==> src/rtl/morse_round_sequencer_pkg.sv <==
// Shared constants and state encoding for the Morse number game round sequencer.
package morse_round_sequencer_pkg;

  localparam int unsigned NUM_WIDTH      = 4;
  localparam int unsigned LIVES_WIDTH    = 2;
  localparam int unsigned ROUNDS_DEFAULT = 15;
  localparam int unsigned LIVES_DEFAULT  = 3;

  typedef enum logic [2:0] {
    ST_IDLE  = 3'd0,
    ST_FETCH = 3'd1,
    ST_LATCH = 3'd2,
    ST_SHOW  = 3'd3,
    ST_WAIT  = 3'd4,
    ST_CHECK = 3'd5,
    ST_NEXT  = 3'd6,
    ST_DONE  = 3'd7
  } state_e;

  // Timer width: clog2 of the longer window, never below one bit.
  function automatic int unsigned timer_width(input int unsigned a, input int unsigned b);
    int unsigned m;
    m = (a > b) ? a : b;
    return (m <= 2) ? 1 : $clog2(m);
  endfunction

endpackage

==> src/rtl/morse_round_sequencer_if.sv <==
// Player/display side of the round sequencer.
//   master: front end (drives start/guess, observes round status)
//   slave : sequencer
interface morse_round_sequencer_if;
  import morse_round_sequencer_pkg::*;

  logic                   start;
  logic [NUM_WIDTH-1:0]   guess;
  logic                   guess_valid;
  logic [NUM_WIDTH-1:0]   target;
  logic                   show;
  logic                   await_guess;
  logic                   correct;
  logic                   wrong;
  logic [NUM_WIDTH-1:0]   score;
  logic [LIVES_WIDTH-1:0] lives;
  logic                   game_over;
  logic                   win;

  modport master (
    output start, guess, guess_valid,
    input  target, show, await_guess, correct, wrong, score, lives, game_over, win
  );

  modport slave (
    input  start, guess, guess_valid,
    output target, show, await_guess, correct, wrong, score, lives, game_over, win
  );
endinterface

==> src/rtl/morse_round_timer.sv <==
// Up-counter with synchronous clear and a terminal-count compare; shared by
// the SHOW and WAIT windows.
//   clear    : reset count to 0 (wins over inc)
//   inc      : advance count by one
//   terminal : value at which done_c asserts
//   done_c   : combinational count == terminal
module morse_round_timer #(
  parameter int unsigned WIDTH = 1
) (
  input  logic             clk,
  input  logic             rst_n,
  input  logic             clear,
  input  logic             inc,
  input  logic [WIDTH-1:0] terminal,
  output logic             done_c
);

  logic [WIDTH-1:0] count_q;

  always_ff @(posedge clk or negedge rst_n) begin
    if (!rst_n) begin
      count_q <= '0;
    end else if (clear) begin
      count_q <= '0;
    end else if (inc) begin
      count_q <= count_q + WIDTH'(1);
    end
  end

  assign done_c = (count_q == terminal);

endmodule

==> src/rtl/morse_round_sequencer.sv <==
// Game-round controller: steps the ROM address q, latches the decoded target,
// shows it for SHOW_CYCLES, waits up to TIMEOUT_CYCLES for a guess, then
// scores it. Ends on win (all rounds played) or loss (lives exhausted).
//   clk, rst_n   : clock, async active-low reset
//   morse_number : external decoder output for q
//   q            : ROM/decoder address
//   bus          : start/guess in, target/show/await_guess/pulses/score/lives/flags out
module morse_round_sequencer
  import morse_round_sequencer_pkg::*;
#(
  parameter int unsigned ROUNDS         = ROUNDS_DEFAULT,
  parameter int unsigned SHOW_CYCLES    = 16,
  parameter int unsigned TIMEOUT_CYCLES = 64,
  parameter int unsigned LIVES          = LIVES_DEFAULT
) (
  input  logic                 clk,
  input  logic                 rst_n,
  input  logic [NUM_WIDTH-1:0] morse_number,
  output logic [NUM_WIDTH-1:0] q,
  morse_round_sequencer_if.slave bus
);

  localparam int unsigned TMR_WIDTH = timer_width(SHOW_CYCLES, TIMEOUT_CYCLES);
  localparam logic [TMR_WIDTH-1:0]   SHOW_TC   = TMR_WIDTH'(SHOW_CYCLES - 1);
  localparam logic [TMR_WIDTH-1:0]   WAIT_TC   = TMR_WIDTH'(TIMEOUT_CYCLES - 1);
  localparam logic [NUM_WIDTH-1:0]   LAST_Q    = NUM_WIDTH'(ROUNDS - 1);
  localparam logic [NUM_WIDTH-1:0]   SCORE_MAX = {NUM_WIDTH{1'b1}};
  localparam logic [LIVES_WIDTH-1:0] LIVES_INIT = LIVES_WIDTH'(LIVES);

  state_e                 state_q, state_d;
  logic [NUM_WIDTH-1:0]   q_q, q_d;
  logic [NUM_WIDTH-1:0]   target_q, target_d;
  logic [NUM_WIDTH-1:0]   score_q, score_d;
  logic [LIVES_WIDTH-1:0] lives_q, lives_d;
  logic [NUM_WIDTH-1:0]   guess_q, guess_d;
  logic                   timeout_q, timeout_d;
  logic                   show_q, show_d;
  logic                   await_q, await_d;
  logic                   correct_q, correct_d;
  logic                   wrong_q, wrong_d;
  logic                   game_over_q, game_over_d;
  logic                   win_q, win_d;

  logic                   tmr_clear, tmr_inc, tmr_done_c;
  logic [TMR_WIDTH-1:0]   tmr_terminal;

  morse_round_timer #(.WIDTH(TMR_WIDTH)) u_timer (
    .clk      (clk),
    .rst_n    (rst_n),
    .clear    (tmr_clear),
    .inc      (tmr_inc),
    .terminal (tmr_terminal),
    .done_c   (tmr_done_c)
  );

  // State and registered outputs.
  always_ff @(posedge clk or negedge rst_n) begin
    if (!rst_n) begin
      state_q     <= ST_IDLE;
      q_q         <= '0;
      target_q    <= '0;
      score_q     <= '0;
      lives_q     <= LIVES_INIT;
      guess_q     <= '0;
      timeout_q   <= 1'b0;
      show_q      <= 1'b0;
      await_q     <= 1'b0;
      correct_q   <= 1'b0;
      wrong_q     <= 1'b0;
      game_over_q <= 1'b0;
      win_q       <= 1'b0;
    end else begin
      state_q     <= state_d;
      q_q         <= q_d;
      target_q    <= target_d;
      score_q     <= score_d;
      lives_q     <= lives_d;
      guess_q     <= guess_d;
      timeout_q   <= timeout_d;
      show_q      <= show_d;
      await_q     <= await_d;
      correct_q   <= correct_d;
      wrong_q     <= wrong_d;
      game_over_q <= game_over_d;
      win_q       <= win_d;
    end
  end

  // Next-state and next-output logic.
  always_comb begin
    state_d      = state_q;
    q_d          = q_q;
    target_d     = target_q;
    score_d      = score_q;
    lives_d      = lives_q;
    guess_d      = guess_q;
    timeout_d    = timeout_q;
    correct_d    = 1'b0;
    wrong_d      = 1'b0;
    game_over_d  = game_over_q;
    win_d        = win_q;
    tmr_clear    = 1'b0;
    tmr_inc      = 1'b0;
    tmr_terminal = '0;
    show_d       = 1'b0;
    await_d      = 1'b0;

    case (state_q)
      ST_IDLE, ST_DONE: begin
        if (bus.start) begin
          state_d     = ST_FETCH;
          q_d         = '0;
          score_d     = '0;
          lives_d     = LIVES_INIT;
          game_over_d = 1'b0;
          win_d       = 1'b0;
        end
      end
      ST_FETCH: state_d = ST_LATCH;
      ST_LATCH: begin
        target_d  = morse_number;
        tmr_clear = 1'b1;
        state_d   = ST_SHOW;
      end
      ST_SHOW: begin
        tmr_terminal = SHOW_TC;
        if (tmr_done_c) begin
          tmr_clear = 1'b1;
          state_d   = ST_WAIT;
        end else begin
          tmr_inc = 1'b1;
        end
      end
      ST_WAIT: begin
        // A guess on the terminal cycle takes priority over the timeout.
        tmr_terminal = WAIT_TC;
        if (bus.guess_valid) begin
          guess_d   = bus.guess;
          timeout_d = 1'b0;
          tmr_clear = 1'b1;
          state_d   = ST_CHECK;
        end else if (tmr_done_c) begin
          timeout_d = 1'b1;
          tmr_clear = 1'b1;
          state_d   = ST_CHECK;
        end else begin
          tmr_inc = 1'b1;
        end
      end
      ST_CHECK: begin
        if (!timeout_q && (guess_q == target_q)) begin
          correct_d = 1'b1;
          if (score_q != SCORE_MAX) score_d = score_q + NUM_WIDTH'(1);
          state_d = ST_NEXT;
        end else begin
          wrong_d = 1'b1;
          lives_d = lives_q - LIVES_WIDTH'(1);
          if (lives_q == LIVES_WIDTH'(1)) begin
            game_over_d = 1'b1;
            state_d     = ST_DONE;
          end else begin
            state_d = ST_NEXT;
          end
        end
      end
      ST_NEXT: begin
        if (q_q == LAST_Q) begin
          win_d   = 1'b1;
          state_d = ST_DONE;
        end else begin
          q_d     = q_q + NUM_WIDTH'(1);
          state_d = ST_FETCH;
        end
      end
      default: state_d = ST_IDLE;
    endcase

    show_d  = (state_d == ST_SHOW);
    await_d = (state_d == ST_WAIT);
  end

  assign q               = q_q;
  assign bus.target      = target_q;
  assign bus.show        = show_q;
  assign bus.await_guess = await_q;
  assign bus.correct     = correct_q;
  assign bus.wrong       = wrong_q;
  assign bus.score       = score_q;
  assign bus.lives       = lives_q;
  assign bus.game_over   = game_over_q;
  assign bus.win         = win_q;

endmodule

==> src/flat_wrapper.sv <==
// flat-port wrapper written by rule: the top's interface ports become plain ports
module morse_round_sequencer_flat import morse_round_sequencer_pkg::*;
#(
  parameter int unsigned ROUNDS         = ROUNDS_DEFAULT,
  parameter int unsigned SHOW_CYCLES    = 16,
  parameter int unsigned TIMEOUT_CYCLES = 64,
  parameter int unsigned LIVES          = LIVES_DEFAULT
)
  (clk, rst_n, morse_number, q, bus_start, bus_guess, bus_guess_valid, bus_target, bus_show, bus_await_guess, bus_correct, bus_wrong, bus_score, bus_lives, bus_game_over, bus_win);
  morse_round_sequencer_if bus_i ();
  input  logic clk;
  input  logic rst_n;
  input  logic [NUM_WIDTH-1:0] morse_number;
  output logic [NUM_WIDTH-1:0] q;
  input wire logic [$bits(bus_i.start)-1:0] bus_start;
  input wire logic [$bits(bus_i.guess)-1:0] bus_guess;
  input wire logic [$bits(bus_i.guess_valid)-1:0] bus_guess_valid;
  output wire logic [$bits(bus_i.target)-1:0] bus_target;
  output wire logic [$bits(bus_i.show)-1:0] bus_show;
  output wire logic [$bits(bus_i.await_guess)-1:0] bus_await_guess;
  output wire logic [$bits(bus_i.correct)-1:0] bus_correct;
  output wire logic [$bits(bus_i.wrong)-1:0] bus_wrong;
  output wire logic [$bits(bus_i.score)-1:0] bus_score;
  output wire logic [$bits(bus_i.lives)-1:0] bus_lives;
  output wire logic [$bits(bus_i.game_over)-1:0] bus_game_over;
  output wire logic [$bits(bus_i.win)-1:0] bus_win;
  assign bus_i.start = bus_start;
  assign bus_i.guess = bus_guess;
  assign bus_i.guess_valid = bus_guess_valid;
  assign bus_target = bus_i.target;
  assign bus_show = bus_i.show;
  assign bus_await_guess = bus_i.await_guess;
  assign bus_correct = bus_i.correct;
  assign bus_wrong = bus_i.wrong;
  assign bus_score = bus_i.score;
  assign bus_lives = bus_i.lives;
  assign bus_game_over = bus_i.game_over;
  assign bus_win = bus_i.win;
  morse_round_sequencer #(.ROUNDS(ROUNDS), .SHOW_CYCLES(SHOW_CYCLES), .TIMEOUT_CYCLES(TIMEOUT_CYCLES), .LIVES(LIVES)) u_core (.clk(clk), .rst_n(rst_n), .morse_number(morse_number), .q(q), .bus(bus_i));
endmodule
==> config.mk <==
export PLATFORM = sky130hd
export DESIGN_NAME = morse_round_sequencer_flat
export DESIGN_NICKNAME = d
export VERILOG_FILES = /design/src/rtl/morse_round_sequencer_pkg.sv /design/src/rtl/morse_round_sequencer_if.sv /design/src/rtl/morse_round_timer.sv /design/src/rtl/morse_round_sequencer.sv /design/src/flat_wrapper.sv
export SDC_FILE = /design/constraint.sdc
export NUM_CORES = 1
export LEC_CHECK = 0
export BUFFER_PORTS_ARGS = -buffer_cell sky130_fd_sc_hd__clkbuf_2
export CAP_MARGIN = 0
export CORE_ASPECT_RATIO = 0.75
export CORE_MARGIN = 2
export CORE_UTILIZATION = 48
export DETAILED_ROUTE_END_ITERATION = 7
export MAX_ROUTING_LAYER = met4
export PLACE_DENSITY = 0.77
export REMOVE_ABC_BUFFERS = 1
export SLEW_MARGIN = 10
export SYNTH_ARGS = -nofsm -noshare
export SYNTH_HDL_FRONTEND = slang
export SYNTH_SLANG_ARGS = --single-unit
==> constraint.sdc <==
create_clock -name clk -period 5.2 [get_ports clk]
set_clock_uncertainty 0.05 [all_clocks]
set_input_delay 0.26 -clock clk [delete_from_list [all_inputs] [get_ports clk]]
set_output_delay 0.26 -clock clk [all_outputs]
set_load 0.02 [all_outputs]
==> impl_metrics.tcl, run 1 <==
set metrics [dict create \
    grt_first_pass_wirelength_mm 5.90 \
    clk_pin_slew_ps 70 \
    peakVddDrop_mv 0.203 \
    drt-initial-drc-count 80 \
    ys_seq_area_share_pct 47.6 \
    clock_sinks 34 \
    synth_cells 182 \
    cts_setup_buffers 0 \
    syn-cell-area_um2 1790 \
    critPathMaxFanout 22 \
    design_area_um2 2100 \
    antenna_found_initial 0 \
    coreArea_um2 3610 \
    end_kind "flop" \
    status "complete, no violations" \
    synth_edf_count 0 \
    async_flop_share_pct 100 \
    die-area_um2 4250 \
    cts_hold_buffers 0 \
    powerDensity_nw_per_um2 550 \
    power_mw 1.16 \
    tightest_slew_ps 817 \
    first_global_vias 1324 \
    ys_types 44 \
    synth-seq-cells 34 \
    synth_warnings 0 \
    combPwrFrac_pct 38.2 \
    cell_internal_pwr_mw 0.686 \
    cp-start-kind "flop" \
    cts_resized 0 \
    hpwlAfterDp_mm 2.52 \
    slew_violations 0 \
    clock_power_share_pct 21.7 \
    hold_path_class "primary input to asynchronous set/reset pin" \
    areaGrowthSynthToFinish_pct 17.2 \
    multi_input_area_um2 886 \
    htree_levels 2 \
    wl_per_cell_um 13.1 \
    r2r_cells 5 \
    worstSkewPairLatency_ps 290 \
    root_buffer "clkbuf_8" \
    place_inst 258 \
    antenna_left 0 \
    pwr-share-seq_pct 40.1 \
    fillers 323 \
    fin_setup_tns_ps 0 \
    place_area_um2 1990 \
    slew_headroom_pct 45.5 \
    die_y_um 57.0 \
    diodes 0 \
    finalCriticalPeriod_ps 2100 \
    grt_max_degree 35 \
    firstDrtPassIters 4 \
    fmax_mhz 477 \
    cts_made_buffers 5 \
    wirelength_mm 3.48 \
    cp-startpoint "u_core.state_q[0]$_DFF_PN0_" \
    nets 230 \
    path_class "flop to flop" \
    stdcell_count 266 \
    grt_overflow 0 \
    finalHoldViolCount 0 \
    cts_tree "done" \
    vias 1459 \
    gp_congestion 0.906 \
    p_sw_mw 0.471 \
    via_per_inst 5.48 \
    rr_startpoint "u_core.state_q[0]$_DFF_PN0_" \
    finalSetupViolations 0 \
    maxCapViolCount 0 \
    drc 0 \
    seq_area_um2 853 \
    leakage_nw 0.999 \
    syn_avg_cell_area_um2 9.86 \
    clockBufferDepth 2 \
    switching_share_pct 40.7 \
    critPathArrivalTime_ps 2260 \
    start_util_pct 49.7 \
    synthFlopType "dfrtp_1" \
    io_buffers 31 \
    rsz0062_at_grt "no" \
    required_ps 5360 \
    grt_use_total_pct 18.6 \
    dieWidth_um 74.6 \
    drive_gt1_share_pct 24.8 \
    fin_crit_sh_pct 40.3 \
    rows 19 \
    io_pins 32 \
]
registers in the layout (all words and copies together) (netlist names):
name	cells
u_core.bus.show	1
u_core.u_timer.count_q	6
u_core.bus.game_over	1
u_core.bus.target	4
u_core.timeout_q	1
u_core.bus.correct	1
u_core.bus.lives	2
u_core.bus.win	1
u_core.bus.wrong	1
u_core.state_q	3
u_core.q	4
u_core.guess_q	4
u_core.bus.score	4
u_core.bus.await_guess	1
cells in the mapped netlist, types with 2 or more instances:
library cell	instances	area, um2
nand3_1	10	50.1
a31oi_1	3	18.8
nand2_1	19	71.3
a21oi_1	12	60.1
and3_1	2	12.5
inv_1	7	26.3
dfrtp_1	32	801
a22o_1	2	17.5
nand4_1	4	25.0
ha_1	5	62.6
o211ai_1	3	22.5
or4_1	2	15.0
nor3_1	9	45.0
mux2_2	9	101
o21ai_0	4	20.0
clkbuf_1	4	15.0
mux2i_1	6	60.1
buf_2	2	10.0
a211o_1	2	17.5
xor2_1	7	61.3
dfstp_2	2	52.6
o22ai_1	2	12.5
nor2_1	12	45.0
o21a_1	2	15.0
cell type report:
cell class                 instances  share of cell area [%]
timing repair buffer              31                    7.38
clock inverter                     1                    1.43
sequential                        34                    40.6
tap                               52                    3.10
clock buffer                       7                    4.11
inverter                           7                    1.25
multi-input combinational        134                    42.1
metrics by stage:
stage | hold WS (ps) | setup slack [ps] | util, %
after floorplan | -85.6 | 3330 | -
after global placement | 342 | 3190 | 55.0
after detailed placement | 342 | 3120 | 55.0
after CTS | 27.9 | 3100 | 58.2
after global routing | 71.5 | 2950 | 58.2
final | 5.10 | 3100 | 58.2
cell families (layout without fill, tap and decap cells):
group                      count (synthesis)  after routing  synth area share, %
adders and majority gates                  5              5                 3.49
muxes                                     15             15                 9.00
and+or+nand+nor                           69             69                 19.3
buffers and inverters                     14             46                 3.07
DFF                                       34             34                 47.6
xor gates and xnor gates                   7              7                 3.42
AOI/OAI and AO/OA                         38             38                 14.2
per-layer routing:
layer  vias to the layer above  part of all wire [%]  global-route usage, %
met5                         -                     0                      -
met4                         0                   1.4                   8.42
met3                         5                   5.3                   4.95
met2                        40                    45                   26.7
met1                       694                    49                   24.7
li1                        720                     -                      -
final timing paths:
path | end | slack, ps
min reg2reg | u_core.timeout_q$_DFFE_PN0P_ | 450
max in group asynchronous | u_core.u_timer.count_q[5]$_DFFE_PN0P_ | 4580
max | u_core.u_timer.count_q[3]$_DFFE_PN0P_ | 3100
min in group clk | u_core.guess_q[3]$_DFFE_PN0P_ | 150
min | u_core.bus.game_over$_DFFE_PN0P_ | 5
max reg2reg | u_core.u_timer.count_q[3]$_DFFE_PN0P_ | 3100
cell usage in the layout (no fill, tap or decap), types with 3 or more instances in the layout:
master and count:
ha_1 5, o21ai_0 4, a31oi_1 3, xor2_1 7, clkbuf_8 6, nand3_1 10
nor2_1 12, mux2_2 9, clkbuf_2 31, mux2i_1 6, nand2_1 19, a21oi_1 12
nand4_1 4, nor3_1 9, inv_1 7, dfrtp_1 32, o211ai_1 3
worst max-delay path: stages (launching register included):
cell and delay, ps:
dfrtp_1 610, or3b_1 610, o21ai_4 250, nand4_1 140, or2_1 240, a21oi_2 130
power groups by stage:
stage | Clock [mW] | Sequential (mW) | Combinational, mW
final | 0.251 | 0.464 | 0.442
after global routing | 0.266 | 0.482 | 0.490
after CTS | 0.257 | 0.463 | 0.445
after detailed placement | 0 | 0.467 | 0.445
after global placement | 0 | 0.462 | 0.436
after floorplan | 0 | 0.509 | 0.263
(Power assumes the default switching activity.)
==> run 2: changes to the inputs <==
- clock period: 5.2 -> 2.1 ns (I/O delays scaled with it)
==> run 2 against run 1 <==
  * Wire length increased by 4.1%
  * Largest cell class unchanged
  * Critical path type unchanged
  * Fmax increased by 12%
  * Global-route usage increased by 1.5 points
==> impl_metrics.tcl, run 2 (synthesis gave the netlist of run 1 again) <==
set metrics [dict create \
    drive_gt1_share_pct 26.2 \
    clk_pin_slew_ps 70 \
    hpwlAfterDp_mm 2.58 \
    cp-start-kind "flop" \
    die_y_um 57.0 \
    path_class "flop to flop" \
    tightest_slew_ps 791 \
    leakage_nw 1.03 \
    rsz0062_at_grt "no" \
    layout_common_cells "dfrtp_1, clkbuf_2, nand2_1, nor2_1, a21oi_1" \
    maxCapViolCount 0 \
    cts_setup_buffers 0 \
    die-area_um2 4250 \
    slew_violations 0 \
    final_common_cell "dfrtp_1" \
    status "complete, no violations" \
    via_per_inst 5.44 \
    grt_use_total_pct 20.1 \
    fin_setup_tns_ps 0 \
    timing.hold.ws_ps 3.94 \
    critPathMaxFanout 8 \
    slew_headroom_pct 47.3 \
    wl_per_cell_um 13.1 \
    cts_tree "done" \
    regMostFlops "u_core.u_timer.count_q" \
    io_buffers 31 \
    end_kind "flop" \
    start_util_pct 49.7 \
    nets 241 \
    drc 0 \
    worstSkewPairLatency_ps 290 \
    finalSetupViolations 0 \
    root_buffer "clkbuf_8" \
    fmax_mhz 533 \
    r2r_slack_ps 220 \
    multi_input_area_um2 890 \
    top_usage_layer "met1" \
    htree_levels 2 \
    powerDensity_nw_per_um2 1290 \
    peakVddDrop_mv 0.492 \
    vias 1506 \
    rows 19 \
    gp_congestion 0.917 \
    antenna_left 0 \
    grt_first_pass_wirelength_mm 6.29 \
    antenna_found_initial 0 \
    wirelength_mm 3.62 \
    clock_sinks 34 \
    grt_overflow 0 \
    clockBufferDepth 2 \
    met1_usage_pct 29.8 \
    io_pins 32 \
    areaGrowthSynthToFinish_pct 20.9 \
    dieWidth_um 74.6 \
    grt.met3_usage_pct 4.24 \
    drt-initial-drc-count 120 \
    largest_register_ffs 6 \
    cts_made_buffers 5 \
    grt_util_met2_pct 26.0 \
    finalCriticalPeriod_ps 1880 \
    hold_path_class "primary input to flop" \
    firstDrtPassIters 4 \
    grt_max_degree 35 \
    fin_crit_sh_pct 89.3 \
    required_ps 2220 \
    fillers 316 \
    coreArea_um2 3610 \
    finalHoldViolCount 0 \
    diodes 0 \
    seq_area_um2 853 \
    critPathArrivalTime_ps 1990 \
    first_global_vias 1325 \
]
==> run 2: repair_timing <==
action,4_1_cts,5_1_grt
endpoints found under the hold margin,37,0
gates resized for setup,0,1
hold buffers,6,0
endpoints found under the setup margin,0,1
==> run 2: stage by stage <==
step / cells / area (um2) / worst slack [ps] / total power, mW / util (%)
2_1_floorplan: 175 / 1770 / 227 / 1.91 / -
3_3_place_gp: 263 / 2020 / 321 / 2.28 / 56.0
3_5_place_dp: 263 / 2020 / 246 / 2.32 / 56.0
4_1_cts: 277 / 2170 / 234 / 2.80 / 59.9
5_1_grt: 277 / 2170 / 73.0 / 3.00 / 60.0
6_report: 277 / 2170 / 224 / 2.79 / 60.0
==> run 2: path summary, 6_finish.rpt <==
kind / to / start / cells after the start
setup / recovery: u_core.bus.await_guess$_DFF_PN0_ / u_core.state_q[1]$_DFF_PN0_ / 5
hold / removal: u_core.bus.target[1]$_DFFE_PN0P_ / morse_number[1] / 2
setup reg to reg: u_core.bus.await_guess$_DFF_PN0_ / u_core.state_q[1]$_DFF_PN0_ / 5
hold reg to reg: u_core.timeout_q$_DFFE_PN0P_ / u_core.timeout_q$_DFFE_PN0P_ / 1
max in group asynchronous: u_core.u_timer.count_q[5]$_DFFE_PN0P_ / rst_n / 2
min in group asynchronous: u_core.bus.correct$_DFF_PN0_ / rst_n / 2
==> run 2: area by class of cell <==
type	count	share of cell area [%]
tap	52	3.00
clock inverter	2	0.461
sequential	34	39.3
multi-input combinational	134	41.0
inverter	7	1.21
timing repair buffer	42	11.6
clock buffer	6	3.34
==> run 2: worst max-delay path: stages, from the launching register on <==
cell and delay [ps]:
dfrtp_1 460, or3b_1 520, o21ai_0 240, nand3_1 100, a21oi_1 290, nor2_1 90
==> run 2: power breakdown <==
group          leakage [nW]  switching, mW  internal (mW)  total [mW]
combinational         0.550          0.744          0.500        1.24
sequential            0.439          0.221          0.864        1.09
clock                0.0450          0.231          0.229       0.461
total                  1.03           1.20           1.59        2.79
==> run 2: per-layer routing <==
metal	wire (um)	vias up
li1	-	739
met1	1820	714
met2	1560	45
met3	164	8
met4	76	0
met5	0	-
==> run 3: changes to the inputs <==
- SETUP_SLACK_MARGIN: default -> 0.5
==> run 3 against run 2 <==
  * Via count rose by 9.8%
  * Combinational power rose by 45%
  * Sequential cell count did not move
  * Largest cell class unchanged
  * Largest power group unchanged
  * Critical endpoint is now u_core.state_q[2]$_DFF_PN0_
  * Critical path type unchanged
==> impl_metrics.tcl, run 3 (synthesis gave the netlist of run 1 again) <==
set metrics [dict create \
    min_path_cells 2 \
    gp_congestion 0.917 \
    cts_made_buffers 5 \
    status "complete, no violations" \
    finalSetupViolations 0 \
    clockBufferDepth 2 \
    slew_violations 0 \
    rr_startpoint "u_core.u_timer.count_q[1]$_DFFE_PN0P_" \
    io_buffers 31 \
    wirelength_mm 4.39 \
    grt_first_pass_wirelength_mm 6.80 \
    finalHoldViolCount 0 \
    regMostFlops "u_core.u_timer.count_q" \
    layout_common_cells "clkbuf_2, dfrtp_1, buf_4, nand2_1" \
    hpwlAfterDp_mm 2.58 \
    maxCapViolCount 0 \
    drc 0 \
    worstSkewPairLatency_ps 290 \
    final_common_cell "clkbuf_2" \
    first_global_vias 1419 \
    htree_levels 2 \
    diodes 0 \
    critPathMaxFanout 6 \
    grt_use_total_pct 21.8 \
    r2r_slack_ps 360 \
    die-area_um2 4250 \
    min-delay-start "morse_number[3]" \
    critPathArrivalTime_ps 1920 \
    dieWidth_um 74.6 \
    clk_pin_slew_ps 70 \
    fin_setup_tns_ps 0 \
    fin_crit_sh_pct 82.9 \
    die_y_um 57.0 \
    rows 19 \
    tightest_slew_ps 829 \
    grt_max_degree 35 \
    vias 1653 \
    required_ps 2280 \
    io_pins 32 \
    finalCriticalPeriod_ps 1740 \
    areaGrowthSynthToFinish_pct 37.7 \
    cp-start-kind "flop" \
    r2r_cells 5 \
    nets 262 \
    fmax_mhz 574 \
    timing.hold.ws_ps 4.63 \
    root_buffer "clkbuf_8" \
    end_kind "flop" \
    via_per_inst 5.55 \
    firstDrtPassIters 5 \
    timing.rr.end "u_core.state_q[2]$_DFF_PN0_" \
    hold_path_end "u_core.bus.target[3]$_DFFE_PN0P_" \
    cts_tree "done" \
    path_class "flop to flop" \
    peakVddDrop_mv 0.544 \
    hold_path_class "primary input to flop" \
    start_util_pct 49.7 \
    grt_overflow 0 \
    slew_headroom_pct 44.7 \
    wl_per_cell_um 14.7 \
    antenna_found_initial 0 \
    coreArea_um2 3610 \
    clock_sinks 34 \
    rsz0062_at_grt "yes" \
    drt-initial-drc-count 107 \
    largest_register_ffs 6 \
    leakage_nw 1.17 \
    drive_gt1_share_pct 43.5 \
    powerDensity_nw_per_um2 1350 \
    antenna_left 0 \
]
[run 3: cell types whose count changed in the layout (fill, tap and decap cells not counted), sizes merged]
cell | before | now
buf | 5 | 26
[run 3: area by class of cell]
type,instances,area [um2]
Fill cell,281,1140
Sequential cell,34,857
Clock inverter,2,10.0
Tap cell,52,65.1
Timing Repair Buffer,63,425
Multi-Input combinational cell,134,1010
Inverter,7,26.3
Clock buffer,6,72.6
[run 3: timing repair]
action,4_1_cts,5_1_grt
endpoints found under the setup margin,27,29
pin swaps,9,7
endpoints found under the hold margin,37,0
hold buffers,6,0
resized for setup,14,25
buffers inserted,14,7
[run 3: worst max-delay path by stage]
stage | cells past startpoint | to | slack [ps] | start
5_1_grt | 5 | u_core.state_q[2]$_DFF_PN0_ | 300 | u_core.u_timer.count_q[1]$_DFFE_PN0P_
4_1_cts | 5 | u_core.u_timer.count_q[3]$_DFFE_PN0P_ | 430 | u_core.state_q[1]$_DFF_PN0_
6_report | 5 | u_core.state_q[2]$_DFF_PN0_ | 360 | u_core.u_timer.count_q[1]$_DFFE_PN0P_
3_5_place_dp | 6 | u_core.bus.score[2]$_DFFE_PN0P_ | 250 | u_core.state_q[1]$_DFF_PN0_
3_3_place_gp | 5 | u_core.u_timer.count_q[3]$_DFFE_PN0P_ | 320 | u_core.state_q[1]$_DFF_PN0_
2_1_floorplan | 5 | u_core.u_timer.count_q[3]$_DFFE_PN0P_ | 230 | u_core.state_q[0]$_DFF_PN0_
[run 3: critical path: stages, from the launching register on]
cell and delay (ps):
dfrtp_1 440, or4_1 530, mux2i_1 230, a21oi_2 140, o22ai_1 150, a22o_1 150
[run 3: per-layer routing]
layer | vias to the layer above | global-route usage [%] | part of all wire (%)
li1 | 789 | - | -
met1 | 807 | 30.7 | 45
met2 | 50 | 30.3 | 47
met3 | 7 | 5.12 | 5.9
met4 | 0 | 9.18 | 1.5
met5 | - | - | 0
[run 3: through the flow]
step / utilization (%) / cells / area [um2] / power (mW) / worst slack [ps]
after global routing: 68.4 / 298 / 2470 / 3.55 / 299
after floorplan: - / 175 / 1770 / 1.91 / 227
after detailed placement: 56.0 / 263 / 2020 / 2.32 / 246
after global placement: 56.0 / 263 / 2020 / 2.28 / 321
after CTS: 64.3 / 291 / 2320 / 3.06 / 429
final: 68.4 / 298 / 2470 / 3.34 / 359
[run 3: power breakdown]
part / switching [mW] / internal, mW / leakage, nW
Combinational: 0.993 / 0.811 / 0.689
Sequential: 0.200 / 0.869 / 0.435
Clock: 0.237 / 0.229 / 0.0450
